## src/rtl/ll_pkg.sv

```systemverilog
// Shared types for the logical-link transmit path.
package ll_pkg;

    typedef enum logic [1:0] {
        IDLE = 2'd0,
        LOAD = 2'd1,
        RUN  = 2'd2
    } ll_tx_sched_state_t;

endpackage : ll_pkg

```

## src/rtl/ll_rr_arb.sv

```systemverilog
// Combinational round-robin find-first: searches req from ptr+1 upward, wrapping.
module ll_rr_arb #(
    parameter int N     = 4,
    parameter int PTR_W = $clog2(N)
) (
    input  logic [N-1:0]     req,
    input  logic [PTR_W-1:0] ptr,
    output logic [N-1:0]     gnt,
    output logic             gnt_valid
);

    always_comb begin : p_find
        int unsigned      sum;
        logic [PTR_W-1:0] idx;
        sum       = 0;
        idx       = '0;
        gnt       = '0;
        gnt_valid = 1'b0;
        // Offset N wraps back onto ptr itself, so the last holder is considered last.
        for (int k = 1; k <= N; k++) begin
            sum = int'(ptr) + k;
            idx = PTR_W'(sum % N);
            if (!gnt_valid && req[idx]) begin
                gnt[idx]  = 1'b1;
                gnt_valid = 1'b1;
            end
        end
    end

endmodule : ll_rr_arb

```

## src/rtl/ll_tx_sched.sv

```systemverilog
// Credit-based round-robin scheduler sharing one link slot among NUM_CH TX FIFOs.
module ll_tx_sched
    import ll_pkg::*;
#(
    parameter int NUM_CH = 4,
    parameter int CRED_W = 8,
    parameter int SEL_W  = $clog2(NUM_CH)
) (
    input  logic              clk_wr,
    input  logic              rst_wr_n,
    input  logic              tx_online,
    input  logic [CRED_W-1:0] init_credit,
    input  logic [NUM_CH-1:0] txfifo_empty,
    input  logic [NUM_CH-1:0] rx_credit_ret,
    output logic [NUM_CH-1:0] txfifo_pop,
    output logic              tx_valid,
    output logic [SEL_W-1:0]  tx_sel,
    output logic              credit_err
);

    localparam logic [CRED_W-1:0] CRED_MAX = {CRED_W{1'b1}};
    localparam logic [CRED_W-1:0] CRED_ONE = CRED_W'(1);
    localparam logic [SEL_W-1:0]  PTR_RST  = SEL_W'(NUM_CH - 1);

    ll_tx_sched_state_t state_reg, state_next;
    logic [SEL_W-1:0]   rr_ptr_reg, rr_ptr_next;
    logic               tx_valid_reg;
    logic [SEL_W-1:0]   tx_sel_reg;
    logic               credit_err_reg;

    logic [NUM_CH-1:0]  eligible;
    logic [NUM_CH-1:0]  grant;
    logic [NUM_CH-1:0]  overflow;
    logic               grant_valid;
    logic               pop_en;
    logic [SEL_W-1:0]   grant_idx;

    always_ff @(posedge clk_wr or negedge rst_wr_n) begin
        if (!rst_wr_n) begin
            state_reg      <= IDLE;
            rr_ptr_reg     <= PTR_RST;
            tx_valid_reg   <= 1'b0;
            tx_sel_reg     <= '0;
            credit_err_reg <= 1'b0;
        end else begin
            state_reg      <= state_next;
            rr_ptr_reg     <= rr_ptr_next;
            tx_valid_reg   <= pop_en && grant_valid;
            if (pop_en && grant_valid) begin
                tx_sel_reg <= grant_idx;
            end
            credit_err_reg <= credit_err_reg | (|overflow);
        end
    end

    // Pops are only allowed in RUN while the link stays up this very cycle.
    always_comb begin
        state_next = state_reg;
        pop_en     = 1'b0;
        case (state_reg)
            IDLE: begin
                if (tx_online) state_next = LOAD;
            end
            LOAD: begin
                state_next = tx_online ? RUN : IDLE;
            end
            RUN: begin
                if (tx_online) pop_en = 1'b1;
                else           state_next = IDLE;
            end
            default: state_next = IDLE;
        endcase
    end

    ll_rr_arb #(
        .N     (NUM_CH),
        .PTR_W (SEL_W)
    ) u_arb (
        .req       (eligible),
        .ptr       (rr_ptr_reg),
        .gnt       (grant),
        .gnt_valid (grant_valid)
    );

    always_comb begin
        grant_idx = '0;
        for (int i = 0; i < NUM_CH; i++) begin
            if (grant[i]) grant_idx = SEL_W'(i);
        end
    end

    always_comb begin
        rr_ptr_next = rr_ptr_reg;
        if (state_reg == RUN && !tx_online) begin
            rr_ptr_next = PTR_RST;
        end else if (pop_en && grant_valid) begin
            rr_ptr_next = grant_idx;
        end
    end

    assign txfifo_pop = pop_en ? grant : '0;

    for (genvar gi = 0; gi < NUM_CH; gi++) begin : g_cred
        logic [CRED_W-1:0] cred_reg, cred_next;
        logic              ovf;

        // Anything other than LOAD/RUN with the link up clears the counter.
        always_comb begin
            cred_next = '0;
            ovf       = 1'b0;
            case (state_reg)
                LOAD: begin
                    if (tx_online) begin
                        if (rx_credit_ret[gi] && init_credit == CRED_MAX)
                            cred_next = CRED_MAX;
                        else
                            cred_next = init_credit + CRED_W'(rx_credit_ret[gi]);
                    end
                end
                RUN: begin
                    if (tx_online) begin
                        cred_next = cred_reg;
                        if (txfifo_pop[gi] && !rx_credit_ret[gi]) begin
                            cred_next = cred_reg - CRED_ONE;
                        end else if (!txfifo_pop[gi] && rx_credit_ret[gi]) begin
                            if (cred_reg == CRED_MAX) ovf = 1'b1;
                            else                      cred_next = cred_reg + CRED_ONE;
                        end
                    end
                end
                default: cred_next = '0;
            endcase
        end

        always_ff @(posedge clk_wr or negedge rst_wr_n) begin
            if (!rst_wr_n) cred_reg <= '0;
            else           cred_reg <= cred_next;
        end

        assign eligible[gi] = ~txfifo_empty[gi] && (cred_reg != '0);
        assign overflow[gi] = ovf;
    end

    assign tx_valid   = tx_valid_reg;
    assign tx_sel     = tx_sel_reg;
    assign credit_err = credit_err_reg;

endmodule : ll_tx_sched

```

## config.mk

```make
export PLATFORM = sky130hd
export DESIGN_NAME = ll_tx_sched
export DESIGN_NICKNAME = d
export VERILOG_FILES = /design/src/rtl/ll_pkg.sv /design/src/rtl/ll_rr_arb.sv /design/src/rtl/ll_tx_sched.sv
export SDC_FILE = /design/constraint.sdc
export NUM_CORES = 1
export LEC_CHECK = 0
export ABC_AREA = 1
export ABC_CLOCK_PERIOD_IN_PS = 4200
export CAP_MARGIN = 0
export CORE_MARGIN = 1.5
export CORE_UTILIZATION = 58
export CTS_CLUSTER_SIZE = 28
export DETAILED_ROUTE_END_ITERATION = 10
export PLACE_DENSITY = 0.78
export SETUP_SLACK_MARGIN = 0.02
export SLEW_MARGIN = 20
export SYNTH_ARGS = -nofsm -noshare
export SYNTH_HDL_FRONTEND = slang
export SYNTH_HIERARCHICAL = 1
export SYNTH_SLANG_ARGS = --single-unit
```

## constraint.sdc

```tcl
create_clock -name clk_wr -period 4.2 [get_ports clk_wr]
set_clock_uncertainty 0.15 [all_clocks]
set_input_delay 0.84 -clock clk_wr [delete_from_list [all_inputs] [get_ports clk_wr]]
set_output_delay 0.84 -clock clk_wr [all_outputs]
set_load 0.1 [all_outputs]
```

---- Yosys cells after proc, flatten, opt, wreduce, memory -nomap -nowiden ----
Index checks and enable logic that the tools add are counted.
operators by class
  bitwise gates (word level) .............. 8
  add/subtract/negate cells ............... 16
  reduce and logical (&&, ||, !) cells .... 49
  mux-type cells .......................... 84
  divide/modulo/power cells ............... 0
  equal/unequal tests ..................... 17
  $mul .................................... 0
  $lt $le $gt $ge ......................... 8
  shifts and indexed selects .............. 0
operator list
  operator                                                                       count
  8-bit 2-to-1 mux                                                               24
  8-bit case mux with 2 select lines                                             4
  8-bit equality test (second input constant)                                    5
  1-bit 2-to-1 mux                                                               35
  8-bit by 1-bit adder with 8-bit output                                         4
  8-bit by 1-bit adder with 8-bit output (second input constant)                 4
  8-bit nonzero test                                                             4
  8-bit by 1-bit subtractor with 8-bit output (second input constant)            4
  1-bit logical AND                                                              25
  4-bit 2-to-1 mux                                                               5
  4-bit by 2-bit != test with 1-bit output (second input constant)               4
  4-bit != test (second input constant)                                          4
  2-bit 2-to-1 mux                                                               7
  1-bit logical NOT                                                              12
  2-bit by 3-bit less-than comparator with 1-bit output (second input constant)  4
  4-bit OR                                                                       3
  2-bit AND reduction                                                            5
  1-bit binary-select mux with 2-bit select                                      4
  1-bit demux with 2-bit select                                                  4
  2-bit by 1-bit >= comparator with 1-bit output (second input constant)         4
  2-bit case mux with 3 select lines                                             1
  2-bit by 1-bit adder with 2-bit output (second input constant)                 2
  2-bit adder (second input constant)                                            2
  2-bit != test (second input constant)                                          2
  other kinds (7)                                                                10
word-level totals
  register bits ........................... 40
  memories ................................ 0
  memory bits (read-only) ................. 0
  bits in writable memories ............... 0
  logic and storage cells ................. 191
  latch bits .............................. 0

---- Depth between registers and ports, before layout ----
  word-level depth ........................ 23
  gate-level depth with buffers ........... 27
  gate-level depth less buffers ........... 26

---- Hierarchy ----
The synthesis kept the hierarchy.
modules (own cells, without submodules)
  module       area an instance (sq um)  cells each  sequential area each (sq um)  instances
  ll_tx_sched  4335.4                    727         1003.5                        1
  ll_rr_arb    451.7                     80          0.0                           1

---- Worst setup path before layout ----
No wires, ideal clock.
  path type ............................... register -> register
  start point ............................. register rr_ptr_reg[0]
  end point ............................... register g_cred[3].cred_reg[4]
  stages on the path, launching flop included .. 25
  arrival ................................. 4.689 ns
  data required time ...................... 3.933 ns
  path slack .............................. -0.756 ns
  cell sequence ........................... dfstp_2 -> inv_2 -> ha_1 -> inv_1 -> nand3_4 -> nand2_4 -> nand2_2 -> nor2_4 -> nand3_1 -> nand2_1 -> inv_1 -> nor2_1 -> ha_1 -> buf_2 -> nor2_1 -> nor2_1 -> ha_1 -> o21bai_1 -> nand2_1 -> o21ai_0 -> nand2_1 -> nand3_1 -> nand2_1 -> nand2_1 -> nand2_1
between the ends
  cells in the longest elaborated chain, start to end .. 18
ends and longest elaborated chain
  what                                                                                            line                                    source
  start, declared                                                                                 ll_tx_sched.sv:26                       logic [SEL_W-1:0] rr_ptr_reg, rr_ptr_next;
  start signal, assigned                                                                          ll_tx_sched.sv:47                       rr_ptr_reg <= rr_ptr_next;
  branches (longest 12 deep; another with 2-bit by 3-bit less-than comparator with 1-bit output)  n/a
  4-bit 2-to-1 mux *                                                                              ll_rr_arb.sv:23                         if (!gnt_valid && req[idx]) begin
  net grant[3]                                                                                    ll_tx_sched.sv:32                       logic [NUM_CH-1:0] grant;
  4-bit 2-to-1 mux *                                                                              ll_tx_sched.sv:101                      assign txfifo_pop = pop_en ? grant : '0;
  net txfifo_pop[3]                                                                               ll_tx_sched.sv:15                       output logic [NUM_CH-1:0] txfifo_pop,
  1-bit logical AND or 1-bit logical NOT (tied branches)                                          ll_tx_sched.sv:123, ll_tx_sched.sv:125
  8-bit 2-to-1 mux or 1-bit logical AND (tied branches)                                           ll_tx_sched.sv:123, ll_tx_sched.sv:125
  8-bit 2-to-1 mux or 4-bit by 2-bit != test with 1-bit output (tied branches)                    n/a
  8-bit case mux with 2 select lines or 2-bit AND reduction (tied branches)                       n/a
  end signal, assigned                                                                            ll_tx_sched.sv:137                      else cred_reg <= cred_next;
  end, declared                                                                                   ll_tx_sched.sv:104                      logic [CRED_W-1:0] cred_reg, cred_next;
Mark *: on every way through the listed nets, which the timed path passes. The select of a mux whose other input is x is not followed.
A chain may end at the register's enable or synchronous reset.

---- Worst setup path in the final report ----
  start point ............................. input txfifo_empty[0]
  end point ............................... register g_cred[2].cred_reg[4]
between the ends
  cells in the longest elaborated chain, start to end .. 19
ends and longest elaborated chain
  what                                                                          line                                    source
  start, declared                                                               ll_tx_sched.sv:13                       input logic [NUM_CH-1:0] txfifo_empty,
  1-bit inverter *                                                              ll_tx_sched.sv:140                      assign eligible[gi] = ~txfifo_empty[gi] && (cred_reg != '0);
  1-bit logical AND *                                                           ll_tx_sched.sv:140
  net eligible[0]                                                               ll_tx_sched.sv:31                       logic [NUM_CH-1:0] eligible;
  1-bit binary-select mux with 2-bit select                                     ll_rr_arb.sv:23
  1-bit 2-to-1 mux (implied by the code)                                        ll_rr_arb.sv:23
  1-bit 2-to-1 mux                                                              ll_rr_arb.sv:23
  1-bit logical NOT                                                             ll_rr_arb.sv:23
  1-bit logical AND                                                             ll_rr_arb.sv:23
  [5 not listed]                                                                n/a
  1-bit logical AND                                                             ll_rr_arb.sv:23
  4-bit 2-to-1 mux *                                                            ll_rr_arb.sv:23
  net grant[2]                                                                  ll_tx_sched.sv:32
  4-bit 2-to-1 mux *                                                            ll_tx_sched.sv:101
  1-bit logical AND or 1-bit logical NOT (tied branches)                        ll_tx_sched.sv:123, ll_tx_sched.sv:125
  8-bit 2-to-1 mux or 1-bit logical AND (tied branches)                         ll_tx_sched.sv:123, ll_tx_sched.sv:125
  8-bit 2-to-1 mux or 4-bit by 2-bit != test with 1-bit output (tied branches)  n/a
  8-bit case mux with 2 select lines or 2-bit AND reduction (tied branches)     n/a
  end signal, assigned                                                          ll_tx_sched.sv:137
  end, declared                                                                 ll_tx_sched.sv:104
The timed path passes the listed nets; every way through them passes the cells marked *. The select of a mux whose other input is x is not followed.

==> impl_metrics.toml <==
[pwr]
p_per_area_mw_per_mm2 = 460.5
p_leak_nw = 3.047
finalPower_mw = 2.510
vdd_ir_drop_max_mv = 0.3074

[run]
max_cap_viol_count = 0

[clocking]
clk_path_buf_depth = 2
holdBufCountCts = 0
clkTransAtPathRegs_ns = 0.09
htreeDepth = 2
cts_tree = "yes"
post_cts_buffers = 0
cts_root_buf = "clkbuf_8"
cts_sinks = 40
cts_buffers = 5
clkLatencyLatePin_ns = 0.30

[synth]
yosysTopAreaCellShare_pct = 23.21
syn_nets = 869
syn_area_sq_mm = 0.004787
yosysUniqueCellTypes = 41
ys_seq_area_share_pct = 20.96
synth_area_leaders = "nand2_1 23%, dfrtp_1 20%, ha_1 11%"
synth_largest_area_cell = "nand2_1"
syn_avg_cell_area_sq_um = 5.932
yosysWarnings = 6
netlist_instances = 807
ys_ff_latch = 40

[cells_and_area]
fin_area_sq_mm = 0.005449
fillers = 682
antenna_cells = 0
stdcell_count = 951
fin_util_pct = 69.44
design.final.nets = 910
largest_reg_flops = 32
multi_input_area_sq_mm = 0.003276
final-seq-area_sq_mm = 0.001003
area_delta_synth_final_pct = 13.83
layout-drive-gt1-share_pct = 8.127

[critical_path]
path_class = "primary input to flop"
r2r_slack_ns = 0.34
crit_end = "g_cred[2].cred_reg[4]"
worstPathRequired_ns = 4.30
crit_path_start_kind = "primary input"
cp.arrival_ns = 4.02
critPathLaunch = "txfifo_empty[0]"
ff2ff_path_depth = 25
r2r_start = "rr_ptr_reg[1]"
timing.rr.end = "g_cred[1].cred_reg[4]"
cp_max_fo = 7
crit_path_end_kind = "flop"

[hold_path]
whs_path_depth = 2
hp-class = "flop to flop"

[global_route]
overflow = 0
grt_max_degree = 41
gr-usage-all-layers_pct = 32.59
antenna_found_initial = 0
grt_pass1_vias = 4988
grt_pass1_wl_um = 22870

[timing]
tns_ns = 0
holdWs_ns = 0.3405
finalMaxSlewViolations = 0
setup_slack_ns = 0.2844
setup_viol = 0
period_share_pct = 93.23
max_clock_freq_mhz = 255.4
fin_crit_ns = 3.916
rsz0062_at_grt = "true"
worstMarginPinSlew_ns = 0.9811
finalHoldViolCount = 0
slew_headroom_pct = 34.39

[detailed_routing]
drt_iter0_markers = 436
dr.pass1.iters = 6
ant_nets = 0
wl_per_cell_um = 14.41
drt-total-wl_um = 13700
drc = 0
via_per_inst = 5.611
vias = 5336

[floorplan]
die_w_um = 93.85
die_area_sq_mm = 0.008808
num_rows = 32
pin_count = 27
dieHeight_um = 93.85
core_area_sq_mm = 0.007848
start_util_pct = 61.00

[placed_design]
post_dp_cell_area_sq_mm = 0.005324
place_congestion = 0.9447
dp_hpwl_um = 10520
port_buffers = 26
dp_cells = 942
pre_cts_slack_ns = 0.05398

[status]
status = "finished clean"
==> routing by layer <==
layer	up-vias	share of wire (%)	GRT usage (%)
met2	248	49	59.24
met3	37	6.9	4.369
met5	-	0	0
met4	0	1.9	8.706
met1	2389	42	40.14
li1	2662	-	-
==> cell type report <==
cell class | instances | area share, %
multi-input cells | 626 | 60.11
flip-flops and latches | 40 | 18.42
inverters | 131 | 9.024
repair buffers | 44 | 8.496
well taps | 102 | 2.342
clock buffers | 5 | 1.263
clock inverters | 3 | 0.3444
==> placed cells by master (no fill, tap or decap), types with 4 or more instances in the layout <==
cell	synthesis	layout
xnor2_1	4	4
inv_1	126	126
nor3_1	9	9
o22ai_1	4	4
nor4_1	8	8
clkbuf_8	0	5
a31oi_1	4	4
buf_12	0	5
dfrtp_1	38	38
nor2_4	1	4
o21bai_1	6	6
a22oi_1	5	5
and3_1	4	4
a21oi_1	23	21
inv_2	4	4
nor2_1	52	49
nand2_1	296	296
o21ai_0	31	31
buf_4	1	16
o21ai_1	17	17
nand2_2	6	6
ha_1	43	42
nand3_2	5	5
nor2_2	4	4
nand3_1	79	79
clkdlybuf4s50_1	0	21
==> cell usage after synthesis (all sizes together) <==
| cell type | n |
|---|---|
| a21boi | 1 |
| a21o | 1 |
| a21oi | 23 |
| a22o | 2 |
| a22oi | 5 |
| a31o | 2 |
| a31oi | 4 |
| and3 | 4 |
| buf | 7 |
| clkbuf | 3 |
| clkinv | 1 |
| dfrtp | 38 |
| dfstp | 2 |
| ha | 43 |
| inv | 130 |
| nand2 | 303 |
| nand3 | 86 |
| nand3b | 3 |
| nand4 | 3 |
| nor2 | 57 |
| nor3 | 11 |
| nor4 | 8 |
| o21a | 1 |
| o21ai | 50 |
| o21bai | 6 |
| o221ai | 1 |
| o22ai | 4 |
| or2 | 1 |
| xnor2 | 4 |
| xor2 | 3 |
==> report_power, final <==
group | leakage, nW | internal (mW) | total [mW] | switching (mW)
clock | 0.0479 | 0.116 | 0.272 | 0.156
sequential | 0.542 | 0.484 | 0.597 | 0.113
combinational | 2.46 | 0.501 | 1.64 | 1.14
==> logic make-up after synthesis <==
kind of cell | synth area share (%)
simple gates | 43.28
fa+ha+maj | 11.24
buf+inv | 11.29
flops | 20.96
xor+xnor | 1.281
compound gates | 11.94
==> worst min-delay path by stage <==
stage,from,slack (ns),to
after floorplan,g_cred[0].cred_reg[3],0.34,g_cred[0].cred_reg[3]
final,tx_sel[1],0.34,tx_sel[1]
after CTS,tx_sel[1],0.35,tx_sel[1]
after global placement,tx_sel[1],0.33,tx_sel[1]
after detailed placement,tx_sel[1],0.32,tx_sel[1]
after global routing,rst_wr_n,0.36,g_cred[2].cred_reg[1]
==> worst max-delay path, cell delays in order <==
cell	delay [ns]
clkdlybuf4s50_1	0.41
a21oi_1	0.26
nand2_1	0.16
nand2_1	0.10
nand2_1	0.05
nand2_1	0.14
nand3_2	0.13
nor2_1	0.13
nor2_1	0.05
nand2_1	0.08
inv_1	0.08
nor2_4	0.11
ha_1	0.25
buf_4	0.19
inv_1	0.09
nand2_1	0.09
nand2_1	0.09
nor2_1	0.17
a21oi_1	0.11
nand2_1	0.08
nand2_1	0.04
o21ai_0	0.21
nand2_1	0.08
nand2_1	0.06
==> what timing repair did <==
| item | 4_1_cts | 5_1_grt |
|---|---|---|
| endpoints found under the setup margin | 0 | 2 |
| resized for setup | 0 | 3 |
| hold endpoints to repair | 0 | 0 |
Power figures use the tool's default switching activity.
